`config.mk`:
```
export PLATFORM = sky130hd
export DESIGN_NAME = rv_banco_registros_flat
export DESIGN_NICKNAME = d
export VERILOG_FILES = /design/src/rtl/rv_banco_registros_if.sv /design/src/rtl/rv_banco_registros.sv /design/src/flat_wrapper.sv
export SDC_FILE = /design/constraint.sdc
export NUM_CORES = 2
export LEC_CHECK = 0
export CORE_MARGIN = 1
export CORE_UTILIZATION = 30
export DETAILED_ROUTE_END_ITERATION = 12
export PLACE_DENSITY_LB_ADDON = 0.2
export SLEW_MARGIN = 20
export SYNTH_ARGS = -nofsm -noshare
export SYNTH_HDL_FRONTEND = slang
export SYNTH_SLANG_ARGS = --single-unit
```
`constraint.sdc`:
```
create_clock -name clk -period 51.1 [get_ports clk]
set_clock_uncertainty 0.2 [all_clocks]
set_input_delay 10.22 -clock clk [delete_from_list [all_inputs] [get_ports clk]]
set_output_delay 10.22 -clock clk [all_outputs]
set_load 0.1 [all_outputs]
```
`src/rtl/rv_banco_registros_if.sv`:
```
// Register file access bundle: two read address/data pairs plus one write port.
// Latency: reads are combinational, writes commit on the rising clock edge.
// Backpressure: none; every request is accepted every cycle.
interface rv_banco_registros_if #(
   parameter int DATA_WIDTH = 32,
   parameter int ADDR_WIDTH = 5
);
   logic [ADDR_WIDTH-1:0] read_reg1;
   logic [ADDR_WIDTH-1:0] read_reg2;
   logic [ADDR_WIDTH-1:0] write_reg;
   logic [DATA_WIDTH-1:0] write_data;
   logic                  RegWrite;
   logic [DATA_WIDTH-1:0] read_data1;
   logic [DATA_WIDTH-1:0] read_data2;

   // Datapath side: issues indices and writeback data, consumes operands.
   modport master (
      output read_reg1, read_reg2, write_reg, write_data, RegWrite,
      input  read_data1, read_data2
   );

   // Register file side.
   modport slave (
      input  read_reg1, read_reg2, write_reg, write_data, RegWrite,
      output read_data1, read_data2
   );
endinterface

```
`src/rtl/rv_banco_registros.sv`:
```
// RV32I integer register file: 32 x DATA_WIDTH, x0 reads as zero, two read ports, one write port.
// Latency: reads zero-cycle combinational; a write is visible right after the edge that commits it.
// Backpressure: none; no bypass, so a same-cycle read of the written index returns the old value.
module rv_banco_registros #(
   parameter int DATA_WIDTH = 32,
   parameter int ADDR_WIDTH = 5
) (
   input logic                clk,
   input logic                rsta,
   rv_banco_registros_if.slave bus
);

   localparam int DEPTH = 2 ** ADDR_WIDTH;

   logic [DATA_WIDTH-1:0] regs [DEPTH];

   // Storage: async clear dominates any coincident edge; writes to x0 are dropped.
   always_ff @(posedge clk or posedge rsta) begin
      if (rsta) begin
         for (int i = 0; i < DEPTH; i++) begin
            regs[i] <= '0;
         end
      end else if (bus.RegWrite && (bus.write_reg != '0)) begin
         regs[bus.write_reg] <= bus.write_data;
      end
   end

   // Read ports: index 0 is forced to zero rather than trusting regs[0].
   always_comb begin
      bus.read_data1 = '0;
      bus.read_data2 = '0;
      if (bus.read_reg1 != '0) begin
         bus.read_data1 = regs[bus.read_reg1];
      end
      if (bus.read_reg2 != '0) begin
         bus.read_data2 = regs[bus.read_reg2];
      end
   end

endmodule

```
`src/flat_wrapper.sv`:
```
// flat-port wrapper written by rule: the top's interface ports become plain ports
module rv_banco_registros_flat 
#(
   parameter int DATA_WIDTH = 32,
   parameter int ADDR_WIDTH = 5
)
  (clk, rsta, bus_read_reg1, bus_read_reg2, bus_write_reg, bus_write_data, bus_RegWrite, bus_read_data1, bus_read_data2);
  rv_banco_registros_if #(.DATA_WIDTH(DATA_WIDTH), .ADDR_WIDTH(ADDR_WIDTH)) bus_i ();
  input logic clk;
  input logic rsta;
  input wire logic [$bits(bus_i.read_reg1)-1:0] bus_read_reg1;
  input wire logic [$bits(bus_i.read_reg2)-1:0] bus_read_reg2;
  input wire logic [$bits(bus_i.write_reg)-1:0] bus_write_reg;
  input wire logic [$bits(bus_i.write_data)-1:0] bus_write_data;
  input wire logic [$bits(bus_i.RegWrite)-1:0] bus_RegWrite;
  output wire logic [$bits(bus_i.read_data1)-1:0] bus_read_data1;
  output wire logic [$bits(bus_i.read_data2)-1:0] bus_read_data2;
  assign bus_i.read_reg1 = bus_read_reg1;
  assign bus_i.read_reg2 = bus_read_reg2;
  assign bus_i.write_reg = bus_write_reg;
  assign bus_i.write_data = bus_write_data;
  assign bus_i.RegWrite = bus_RegWrite;
  assign bus_read_data1 = bus_i.read_data1;
  assign bus_read_data2 = bus_i.read_data2;
  rv_banco_registros #(.DATA_WIDTH(DATA_WIDTH), .ADDR_WIDTH(ADDR_WIDTH)) u_core (.clk(clk), .rsta(rsta), .bus(bus_i));
endmodule
```
; Word level (Yosys, flattened, before mapping)
; Index checks and enable logic that the tools add are counted.
[op_classes]
mux = 11
n_shift = 0
mul = 0
div = 0
addsub = 0
eq_ne = 0
n_reduce_logical = 5
order_cmp = 4
bitwise = 3
[op_table]
columns = cell, count
row1 = $bwmux W1024, 1
row2 = $bmux W32 S5, 2
row3 = $mux W32, 7
row4 = $demux W32 S5, 1
row5 = $ge A6 B6 Y1 const B, 3
row6 = $not A5 Y6, 3
row7 = $reduce_bool A5 Y1, 3
row8 = $lt A6 B1 Y1 const B, 1
row9 = $logic_and A1 B1 Y1, 2
[totals]
latchBits = 0
out_inout_bits = 64
register_bits = 1024
in_bits = 50
mem_count = 0
romBits = 0
word_cells = 55
ramBits = 0

; Longest topological paths before layout
[logic_depth]
ltp_word = 6
depth_mapped = 7

; Least setup slack after synthesis
; No wires, ideal clock.
[synth_path]
path_type = input to output
from = input port bus_read_reg1[0]
to = output port bus_read_data1[23]
arrival_time_ps = 13657
t_required_ps = 40680
slack_ps = 27023
cell_stages = 7
path_cell_list = buf_4 buf_8 and2b_4 buf_6 a221oi_1 o21ai_0 a311oi_1
[synth_between]
elab_chain_cells = 5
[synth_rtl]
columns = element, line
row1 = start: declaration, flat_wrapper.sv:11  ; input wire logic [$bits(bus_i.read_reg1)-1:0] bus_read_reg1;
row2 = $not A5 Y6 (not written as such), rv_banco_registros.sv:33  ; bus.read_data1 = regs[bus.read_reg1];
row3 = $bmux W32 S5, rv_banco_registros.sv:33
row4 = $mux W32 (not written as such) (2 in a row), rv_banco_registros.sv:33
row5 = $mux W32 *, rv_banco_registros.sv:32  ; if (bus.read_reg1 != '0) begin
row6 = end: declaration, flat_wrapper.sv:16  ; output wire logic [$bits(bus_i.read_data1)-1:0] bus_read_data1;
; Mark *: on every way between the ends. The rest lies on a longest branch, timed or not. The select of a mux whose other input is x is not followed.

; Worst setup path in the final report
[layout_path]
from = input port bus_read_reg2[2]
to = output port bus_read_data2[25]
[layout_between]
elab_chain_cells = 5
[layout_rtl]
columns = element, line
row1 = start: declaration, flat_wrapper.sv:12  ; input wire logic [$bits(bus_i.read_reg2)-1:0] bus_read_reg2;
row2 = $not A5 Y6 (not written as such), rv_banco_registros.sv:36  ; bus.read_data2 = regs[bus.read_reg2];
row3 = $bmux W32 S5, rv_banco_registros.sv:36
row4 = $mux W32 (not written as such) (2 in a row), rv_banco_registros.sv:36
row5 = $mux W32 *, rv_banco_registros.sv:35  ; if (bus.read_reg2 != '0) begin
row6 = end: declaration, flat_wrapper.sv:17  ; output wire logic [$bits(bus_i.read_data2)-1:0] bus_read_data2;
; Marks and branches as above.

==> flow_summary.yaml <==
status:
  status: "completed"
logic_synthesis:
  syn_avg_cell_area_um2: 15.2
  netlist_area_mm2: 0.0549
  synth_seq_cells: 1024
  synth_cells: 3614
  ys_top_cells_by_count: "dfrtp_1, mux2_2, mux4_2, clkbuf_1, mux2i_1"
  synthTopCellsByArea: "dfrtp_1, mux2_2, mux4_2, mux2i_1, buf_6"
  synth.most_common_cell: "dfrtp_1"
  synth_fp_nets: 3664
  yosysUniqueCellTypes: 39
  ys_warn_count: 0
  synth_top_cell_by_area: "dfrtp_1"
  synth_edf_count: 0
  synth_top_cell_area_share: 0.467
  async_reset_ff_frac: 1.00
  synthFlopType: "dfrtp_1"
  ys_seq_area_frac: 0.467
floorplan:
  num_io_pins: 114
  core_area_mm2: 0.181
  die_y_um: 430
  row_count: 156
  die_x_um: 430
  die-area_mm2: 0.185
  initial_utilization: 0.303
final_layout:
  top_register: "u_core.regs"
  fin_cells: 5962
  drive_above_1_share: 0.500
  largest_reg_flops: 1024
  fin_area_mm2: 0.0611
  fillers: 17500
  reg_top3: "u_core.regs (1024)"
  nets: 3556
  syn_to_final_growth_pct: 11.3
timing:
  hold_viol_final: 0
  fmax_ghz: 0.0392
  setup_violations: 0
  tightest_slew_ns: 1.20
  rsz0062_at_grt: "no"
  min_period_ns: 25.50
  max_slew_margin: 0.196
  post-route-period-util: 0.499
  fin_setup_tns_ns: 0
  slew_viol_final: 0
min_path:
  hold_path.class: "register to register"
  min_path_cells: 0
  hold_start: "u_core.regs[1021]"
  holdPathEnd: "u_core.regs[1021]"
clock_network:
  cts_tree: "built"
  cts_made_buffers: 113
  clkSlewWorstSetupHoldPaths_ns: 0.06
  cts_setup_buffers: 0
  h-tree-depth: 3
  cts-root-buf: "clkbuf_16"
  clockBufferDepth: 3
  cts_resized: 0
  cts_num_sinks: 1024
  clk_latency_ns: 0.73
  hold_buffers: 0
worst_setup_path:
  rrSetupSlack_ns: 50.09
  critical-path-slowest-cell: "clkdlybuf4s50_1"
  cp-end-kind: "output pin"
  crit_path_cell_trace: "buf_8 > buf_4 > buf_4 > mux2i_1 > a221oi_1 > o21ai_1 > a311oi_1 > clkdlybuf4s50_1"
  worstPathArrival_ns: 15.08
  cp_common_cell: "buf_4"
  reg2reg_from: "u_core.regs[364]"
  start_kind: "primary input"
  slowest_delay_ns: 1.29
  r2r-end: "u_core.regs[364]"
  ff2ff_path_depth: 1
  required_ns: 40.68
  worstSetupPathType: "primary input to output pin"
  path_max_fanout: 63
power:
  ir_drop_uv: 27.6
  power_leakage_nw: 25.6
  powerDensity_mw_per_mm2: 39.9
  total_power_mw: 2.44
placed_design:
  io_buffers: 113
  dp.cells: 5761
  finalWeightedCongestion: 0.767
  dpl.hpwl_mm: 104
  place_area_mm2: 0.0575
detailed_routing:
  drtIter0Drc: 2529
  drt_wl_total_mm: 193
  dr.pass1.iters: 7
  post_drt_wl_per_cell_um: 32.4
  via_per_inst: 5.68
  drc_errors: 0
  ant_nets: 0
  dr_total_vias: 33900
global_routing:
  grt_pass1_vias: 35800
  grt_pass1_wl_mm: 279
  antenna_found_initial: 9
  grt_usage: 0.209
  grt_overflow_total: 0
  grt_max_degree: 110
flow_run:
  timing.max_cap.violations: 0
-- worst max-delay path, delay by kind of cell --
kind,cells,cell delay (ns)
buffers and inverters,4,3.37
AO/OA/AOI/OAI,3,1.20
multiplexers,1,0.16
-- worst max path at each step --
| stage | from | end | cells past startpoint |
|---|---|---|---|
| CTS | bus_read_reg2[2] | bus_read_data2[25] | 8 |
| finish | bus_read_reg2[2] | bus_read_data2[25] | 8 |
| detailed placement | bus_read_reg2[2] | bus_read_data2[25] | 8 |
| global route | bus_read_reg2[2] | bus_read_data2[31] | 8 |
| global placement | bus_read_reg2[2] | bus_read_data2[31] | 8 |
| floorplan | rsta | u_core.regs[0] | 1 |
-- cell usage in the layout (no fill, tap or decap), types with 3 or more instances in the layout --
master / synthesis / final
mux2i_1: 128 / 128
a221oi_1: 46 / 46
clkinv_2: 0 / 20
o2111ai_1: 17 / 17
nor3b_1: 4 / 4
buf_2: 115 / 22
buf_4: 63 / 84
mux4_2: 448 / 448
nor2_1: 13 / 3
nor2b_1: 66 / 64
nand3b_1: 4 / 4
clkbuf_1: 178 / 28
clkbuf_8: 0 / 26
a22oi_1: 64 / 64
buf_8: 1 / 4
nor2_4: 0 / 18
a211oi_1: 64 / 64
o21ai_0: 16 / 16
mux2_2: 1005 / 1005
buf_6: 64 / 3
dfrtp_1: 1024 / 1024
nand2_1: 50 / 35
nand2_4: 0 / 13
buf_12: 1 / 3
o21ai_1: 95 / 95
bufinv_16: 0 / 6
clkbuf_16: 0 / 116
mux2_1: 51 / 51
clkdlybuf4s50_1: 0 / 85
a311oi_1: 64 / 63
-- report_power, final --
part / internal, mW / switching, mW
Sequential: 0.965 / 0.111
Combinational: 0.285 / 0.244
Clock: 0.480 / 0.349
Total: 1.73 / 0.705
-- kinds of logic (layout without fill, tap and decap cells) --
kind of cell / Yosys count / in the layout / share of synthesized area
other: 0 / 1 / 0
flip-flops: 1024 / 1024 / 0.467
multiplexers: 1632 / 1632 / 0.424
AO/OA/AOI/OAI: 367 / 367 / 0.0481
buffers and inverters: 427 / 404 / 0.0454
AND/OR/NAND/NOR: 164 / 164 / 0.0163
-- metal layers --
| layer | track usage | part of all wire | vias to the layer above | wire length (um) |
|---|---|---|---|---|
| met1 | 0.267 | 0.42 | 18800 | 80600 |
| li1 | - | - | 13800 | - |
| met4 | 0.0741 | 0.035 | 8 | 6840 |
| met2 | 0.363 | 0.51 | 934 | 97600 |
| met3 | 0.0244 | 0.041 | 293 | 7940 |
| met5 | 0 | 0.00025 | - | 49 |
-- through the flow --
step / utilization / hold slack [ns] / worst slack (ns)
detailed placement: 0.317 / 0.182 / 25.53
global placement: 0.317 / 0.179 / 25.51
global route: 0.337 / 0.208 / 25.46
floorplan: - / 0.241 / 11.86
finish: 0.337 / 0.192 / 25.60
CTS: 0.337 / 0.196 / 25.54
-- layout make-up --
cell class,instances,area (um^2),share of cell area
sequential,1024,25600,0.419
tap,2370,2970,0.0485
multi-input combinational,2163,27100,0.443
clock buffer,170,3370,0.0551
antenna,1,2.50,0.0000409
timing repair buffer,201,1750,0.0286
clock inverter,30,320,0.00524
inverter,3,23.8,0.000389
Power figures use the tool's default switching activity.
